`config.mk`:
```
export PLATFORM = sky130hd
export DESIGN_NAME = fu_div_flat
export DESIGN_NICKNAME = d
export VERILOG_FILES = /design/src/rtl/fu_div.sv /design/src/rtl/fu_div_if.sv /design/src/flat_wrapper.sv
export SDC_FILE = /design/constraint.sdc
export NUM_CORES = 1
export LEC_CHECK = 0
export ABC_AREA = 1
export CORE_MARGIN = 10
export CORE_UTILIZATION = 49
export DETAILED_ROUTE_END_ITERATION = 10
export PLACE_DENSITY = 0.78
export SYNTH_ARGS = -nofsm -noshare
export SYNTH_HDL_FRONTEND = slang
export SYNTH_SLANG_ARGS = --single-unit
```
`constraint.sdc`:
```
create_clock -name clk -period 10.09 [get_ports clk]
set_input_delay 1.5135 -clock clk [delete_from_list [all_inputs] [get_ports clk]]
set_output_delay 1.5135 -clock clk [all_outputs]
set_load 0.01 [all_outputs]
```
`src/rtl/fu_div.sv`:
```
// Shared FU types and the iterative radix-2 restoring divider (RV64M DIV/REM
// and W forms), one op in flight, result held until writeback takes it.
package C;
    localparam int XLEN  = 64;
    localparam int ID_W  = 5;
    localparam int PRD_W = 6;

    typedef enum logic { SIZE_W = 1'b0, SIZE_D = 1'b1 } size_e;
    typedef enum logic [1:0] { DIV_DIV, DIV_DIVU, DIV_REM, DIV_REMU } div_op_e;

    typedef struct packed {
        div_op_e div;
    } fu_op_t;

    typedef struct packed {
        logic [XLEN-1:0]  pc;
        logic [ID_W-1:0]  id;
        logic [PRD_W-1:0] prd;
        fu_op_t           op;
        size_e            size;
        logic [XLEN-1:0]  rs1val;
        logic [XLEN-1:0]  rs2val;
    } fu_input_t;

    typedef struct packed {
        logic [XLEN-1:0]  pc;
        logic [ID_W-1:0]  id;
        logic [PRD_W-1:0] prd;
        logic [XLEN-1:0]  rdval;
    } fu_output_t;
endpackage

// state | meaning
// IDLE  | ready_o=1, accept op; special cases go straight to DONE
// BUSY  | one quotient bit per cycle, cnt_q counts down to 0
// DONE  | valid_o=1, result held until ready_i
module fu_div (
    input  logic     clk,
    input  logic     rst,
    input  logic     flush_i,
    fu_div_if.slave  bus
);
    import C::*;

    typedef enum logic [1:0] { S_IDLE, S_BUSY, S_DONE } state_e;

    state_e           state_q, state_d;
    logic [XLEN-1:0]  pc_q, pc_d;
    logic [ID_W-1:0]  id_q, id_d;
    logic [PRD_W-1:0] prd_q, prd_d;
    logic             quo_sel_q, quo_sel_d;
    logic             word_q, word_d;
    logic             negq_q, negq_d;
    logic             negr_q, negr_d;
    logic [6:0]       cnt_q, cnt_d;
    logic [XLEN-1:0]  divisor_q, divisor_d;
    logic [XLEN-1:0]  quo_q, quo_d;
    logic [XLEN-1:0]  rem_q, rem_d;
    logic [XLEN-1:0]  result_q, result_d;

    fu_input_t        in_w;
    fu_output_t       out_w;
    logic             is_word, is_signed, a_neg, b_neg, div_zero, ovf, quo_sel_in;
    logic [XLEN-1:0]  a_ext, b_ext, a_mag, b_mag, min_neg;
    logic [XLEN:0]    rem_shift, rem_sub;
    logic             fits;
    logic [XLEN-1:0]  rem_step, quo_step, q_fin, r_fin;

    function automatic logic [XLEN-1:0] fit(input logic w, input logic [XLEN-1:0] v);
        return w ? {{(XLEN-32){v[31]}}, v[31:0]} : v;
    endfunction

    assign in_w = bus.data_i;

    always_comb begin
        is_word    = (in_w.size == SIZE_W);
        is_signed  = (in_w.op.div == DIV_DIV) || (in_w.op.div == DIV_REM);
        quo_sel_in = (in_w.op.div == DIV_DIV) || (in_w.op.div == DIV_DIVU);
        a_ext = is_word ? {{(XLEN-32){is_signed & in_w.rs1val[31]}}, in_w.rs1val[31:0]}
                        : in_w.rs1val;
        b_ext = is_word ? {{(XLEN-32){is_signed & in_w.rs2val[31]}}, in_w.rs2val[31:0]}
                        : in_w.rs2val;
        a_neg    = is_signed & a_ext[XLEN-1];
        b_neg    = is_signed & b_ext[XLEN-1];
        a_mag    = a_neg ? -a_ext : a_ext;
        b_mag    = b_neg ? -b_ext : b_ext;
        min_neg  = is_word ? {{(XLEN-31){1'b1}}, 31'b0} : {1'b1, {(XLEN-1){1'b0}}};
        div_zero = (b_ext == '0);
        ovf      = is_signed && (a_ext == min_neg) && (b_ext == '1);
    end

    // Borrow out of the N+1-bit trial subtract says the divisor did not fit.
    always_comb begin
        rem_shift = {rem_q, quo_q[XLEN-1]};
        rem_sub   = rem_shift - {1'b0, divisor_q};
        fits      = ~rem_sub[XLEN];
        rem_step  = fits ? rem_sub[XLEN-1:0] : rem_shift[XLEN-1:0];
        quo_step  = {quo_q[XLEN-2:0], fits};
        q_fin     = negq_q ? -quo_step : quo_step;
        r_fin     = negr_q ? -rem_step : rem_step;
    end

    always_comb begin
        state_d   = state_q;
        pc_d      = pc_q;
        id_d      = id_q;
        prd_d     = prd_q;
        quo_sel_d = quo_sel_q;
        word_d    = word_q;
        negq_d    = negq_q;
        negr_d    = negr_q;
        cnt_d     = cnt_q;
        divisor_d = divisor_q;
        quo_d     = quo_q;
        rem_d     = rem_q;
        result_d  = result_q;

        bus.ready_o = (state_q == S_IDLE);
        bus.valid_o = (state_q == S_DONE);
        out_w.pc    = pc_q;
        out_w.id    = id_q;
        out_w.prd   = prd_q;
        out_w.rdval = result_q;
        bus.data_o  = out_w;

        case (state_q)
            S_IDLE: begin
                if (bus.valid_i && !flush_i) begin
                    pc_d      = in_w.pc;
                    id_d      = in_w.id;
                    prd_d     = in_w.prd;
                    quo_sel_d = quo_sel_in;
                    word_d    = is_word;
                    negq_d    = a_neg ^ b_neg;
                    negr_d    = a_neg;
                    if (div_zero || ovf) begin
                        if (quo_sel_in)
                            result_d = fit(is_word, div_zero ? '1 : a_ext);
                        else
                            result_d = fit(is_word, div_zero ? a_ext : '0);
                        state_d = S_DONE;
                    end else begin
                        divisor_d = b_mag;
                        // W dividends are pre-aligned to the top so 32 shifts suffice.
                        quo_d     = is_word ? {a_mag[31:0], 32'b0} : a_mag;
                        rem_d     = '0;
                        cnt_d     = is_word ? 7'd31 : 7'd63;
                        state_d   = S_BUSY;
                    end
                end
            end
            S_BUSY: begin
                if (flush_i) begin
                    state_d = S_IDLE;
                end else begin
                    rem_d = rem_step;
                    quo_d = quo_step;
                    cnt_d = cnt_q - 7'd1;
                    if (cnt_q == 7'd0) begin
                        result_d = fit(word_q, quo_sel_q ? q_fin : r_fin);
                        state_d  = S_DONE;
                    end
                end
            end
            S_DONE: begin
                if (bus.ready_i || flush_i)
                    state_d = S_IDLE;
            end
            default: state_d = S_IDLE;
        endcase
    end

    always_ff @(posedge clk) begin
        if (rst) begin
            state_q   <= S_IDLE;
            pc_q      <= '0;
            id_q      <= '0;
            prd_q     <= '0;
            quo_sel_q <= 1'b0;
            word_q    <= 1'b0;
            negq_q    <= 1'b0;
            negr_q    <= 1'b0;
            cnt_q     <= '0;
            divisor_q <= '0;
            quo_q     <= '0;
            rem_q     <= '0;
            result_q  <= '0;
        end else begin
            state_q   <= state_d;
            pc_q      <= pc_d;
            id_q      <= id_d;
            prd_q     <= prd_d;
            quo_sel_q <= quo_sel_d;
            word_q    <= word_d;
            negq_q    <= negq_d;
            negr_q    <= negr_d;
            cnt_q     <= cnt_d;
            divisor_q <= divisor_d;
            quo_q     <= quo_d;
            rem_q     <= rem_d;
            result_q  <= result_d;
        end
    end
endmodule

```
`src/rtl/fu_div_if.sv`:
```
// Issue-side and writeback-side valid/ready channels of the divide unit.
// Payload widths are parameters so the interface carries no package dependency.
interface fu_div_if #(
    parameter int IN_W  = 206,
    parameter int OUT_W = 139
);
    logic             valid_i;
    logic             ready_o;
    logic [IN_W-1:0]  data_i;
    logic             valid_o;
    logic             ready_i;
    logic [OUT_W-1:0] data_o;

    modport master (
        output valid_i, data_i, ready_i,
        input  ready_o, valid_o, data_o
    );

    modport slave (
        input  valid_i, data_i, ready_i,
        output ready_o, valid_o, data_o
    );
endinterface

```
`src/flat_wrapper.sv`:
```
// flat-port wrapper written by rule: the top's interface ports become plain ports
module fu_div_flat import C::*;
  (clk, rst, flush_i, bus_valid_i, bus_data_i, bus_ready_i, bus_ready_o, bus_valid_o, bus_data_o);
  fu_div_if #(.IN_W($bits(fu_input_t)), .OUT_W($bits(fu_output_t))) bus_i ();
  input  logic clk;
  input  logic rst;
  input  logic flush_i;
  input wire logic [$bits(bus_i.valid_i)-1:0] bus_valid_i;
  input wire logic [$bits(bus_i.data_i)-1:0] bus_data_i;
  input wire logic [$bits(bus_i.ready_i)-1:0] bus_ready_i;
  output wire logic [$bits(bus_i.ready_o)-1:0] bus_ready_o;
  output wire logic [$bits(bus_i.valid_o)-1:0] bus_valid_o;
  output wire logic [$bits(bus_i.data_o)-1:0] bus_data_o;
  assign bus_i.valid_i = bus_valid_i;
  assign bus_i.data_i = bus_data_i;
  assign bus_i.ready_i = bus_ready_i;
  assign bus_ready_o = bus_i.ready_o;
  assign bus_valid_o = bus_i.valid_o;
  assign bus_data_o = bus_i.data_o;
  fu_div u_core (.clk(clk), .rst(rst), .flush_i(flush_i), .bus(bus_i));
endmodule
```
==> qor.yml <==
status: "completed"
rsz0062_at_grt: "no"
fin_skew_ps: 37.2
insertion_delay_ps: 600
min_from: "u_core.divisor_q[2]"
synth_top_area_cell: "dfxtp_1"
synthTopCellsByArea: "dfxtp_1, nand2_1, inv_1"
power_density_mw_per_mm2: 121
clockRootBuffer: "clkbuf_16"
grt_max_degree: 106
ys_warn_count: 0
first_pass_iters: 7
pre_cts_ws_ps: 2950
required_ps: 10520
grt_pass1_vias: 33900
async_reset_ff_share_pct: 0
synth_top_area_share_pct: 22.2
coreArea_mm2: 0.0629
placed_cells: 6504
rows: 92
cp.arrival_ps: 7160
timing.final.ws_setup_ps: 3360
cpMaxStageDelayCell: "nand3_1"
worstHoldPathType: "flop to flop"
ctsHoldBuffers: 0
drtIter0Drc: 4985
maxCapViolCount: 0
grt_antenna_before_repair: 12
path_clk_slew_ps: 60
h-tree-depth: 2
synth-seq-cells: 344
start_util_pct: 49.3
clockBufferDepth: 3
seqCellArea_mm2: 0.00689
cts-buffers-inserted: 41
syn_area_per_cell_um2: 5.62
fin_util_pct: 57.6
finalMaxSlewViolations: 0
drc_errors: 0
synth_edf_count: 0
synth_cell_types: 69
cpPeakStageDelay_ps: 880
finalHoldWorstSlack_ps: 463
max-vdd-ir-drop_v: 0.000125
worst_pin_slew_ps: 1160
place.gp.congestion: 1.03
start_kind: "input pin"
path_cells: "buf_4 > inv_1 > buf_4 > nand3_1 > nand2_1 > nor2_1 > inv_1 > nor3_1 > nand2_1 > nor2_1 > nand3_1 > inv_2 > a41oi_1 > or2_2 > nand3_4 > buf_4 > nor2_1 > xnor2_1 > a21oi_1"
synth-seq-area-share_pct: 22.2
criticalPathCategory: "input pin to flop"
die_w_um: 272
syn_nets: 5804
cts_tree: "built"
period_share_pct: 66.7
fin_tns_setup_ps: 0
clock_sinks: 344
dieArea_mm2: 0.0738
multi_input_area_mm2: 0.0204
layout_commonest_cell: "nand2_1"
grt-ovfl-total: 0
wl_per_cell_um: 20.7
crit_fanout: 79
detail-route-antenna-nets: 0
relSlewSlack_pct: 22.1
port_buffers: 351
syn2layout_area_growth_pct: 16.7
die_h_um: 272
fmax_ghz: 0.149
post_cts_buffers: 0
p_leak_uw: 0.0177
final_cell_mix: "nand2_1, inv_1, nor2_1"
crit-reg2reg-launch: "u_core.quo_q[63]"
boundaryPins: 352
netlist_area_mm2: 0.0310
synthCells: 5521
stdcell_count: 6581
ys.flop_type: "dfxtp_1"
dpl.hpwl_mm: 109
nNetsFinal: 5984
fill_cells: 6545
routed_wl_mm: 136
finalHoldViolations: 0
period_needed_ps: 6730
drive_gt1_share_pct: 3.93
setup_violations: 0
vias_per_cell: 5.69
vias: 37400
gr-usage-all-layers_pct: 35.1
end_kind: "flop"
cts-resized-gates: 0
grt_pass1_wl_mm: 204
crit_start: "bus_data_i[128]"
==> final timing paths <==
kind              slack, ps  depth (start not counted)             endpoint
setup / recovery       3360                         19      u_core.cnt_q[3]
hold / removal          460                          2  u_core.divisor_q[2]
setup reg to reg       3490                         37  u_core.result_q[44]
hold reg to reg         460                          2  u_core.divisor_q[2]
==> sequential cells by signal (all words and copies together) (netlist names) <==
name and cells:
u_core.rem_q 64, u_core.state_q 2, u_core.id_q 5, u_core.pc_q 64, u_core.divisor_q 64, u_core.negr_q 1
u_core.cnt_q 7, u_core.quo_sel_q 1, u_core.result_q 64, u_core.negq_q 1, u_core.quo_q 64, u_core.prd_q 6
u_core.word_q 1
==> logic make-up (layout without fill, tap and decap cells) <==
kind of cell	Yosys count	after routing	synth area share (%)
buffers and inverters	972	1181	12.3
adder cells (fa/ha/maj)	102	102	3.90
AND/OR/NAND/NOR	2880	2880	38.7
flip-flops	344	344	22.2
XOR/XNOR	137	137	3.87
AO/OA/AOI/OAI	1086	1086	19.0
other	0	5	0
==> critical path: cells and delay by family <==
kind / cells / cell delay, ps
xor gates and xnor gates: 1 / 180
and+or+nand+nor: 10 / 3210
AOI/OAI and AO/OA: 2 / 160
buffers and inverters: 6 / 1910
==> where the power goes <==
part	switching, µW	internal [µW]	leakage [µW]
logic	860	405	0.0142
registers	83.8	1440	0.00281
clock network	636	956	0.000698
==> layout make-up <==
class | instances | share of cell area (%)
sequential | 344 | 19.0
multi-input combinational | 4205 | 56.2
timing repair buffer | 379 | 10.3
inverter | 730 | 7.58
antenna | 5 | 0.0346
clock inverter | 10 | 0.494
tap | 846 | 2.92
clock buffer | 62 | 3.44
==> per-stage QoR <==
step | instance area, µm² | power, µW
after floorplan | 31000 | 2280
after global placement | 34800 | 2760
after detailed placement | 34800 | 2760
after CTS | 36200 | 4340
after global routing | 36200 | 4550
final | 36200 | 4380
==> per-layer routing <==
layer	vias up	global-route usage [%]	share of wire, %
met5	-	0	0.040
met4	8	13.7	4.2
met3	271	8.87	12
met2	2024	54.4	43
met1	17100	46.1	41
li1	18100	-	-
==> cells in the mapped netlist, types with 9 or more instances <==
cell type and n:
nand2_1 1655, inv_1 708, nor2_1 647, o21ai_0 467, a21oi_1 436, dfxtp_1 344
nand3_1 267, clkbuf_1 172, xor2_1 98, nor3_1 83, ha_1 71, nand4_1 68
nand2_2 40, xnor2_1 39, nor4_1 35, buf_2 32, o211ai_1 31, maj3_1 30
o22ai_1 26, nand3b_1 24, buf_1 22, nor2_2 18, a31oi_1 17, inv_2 15
o21bai_1 15, a21oi_2 11, a22oi_1 11, o21ai_1 11, buf_6 10, o31ai_1 10
o221ai_1 9
Note: power is estimated with default switching activity, not from simulation.
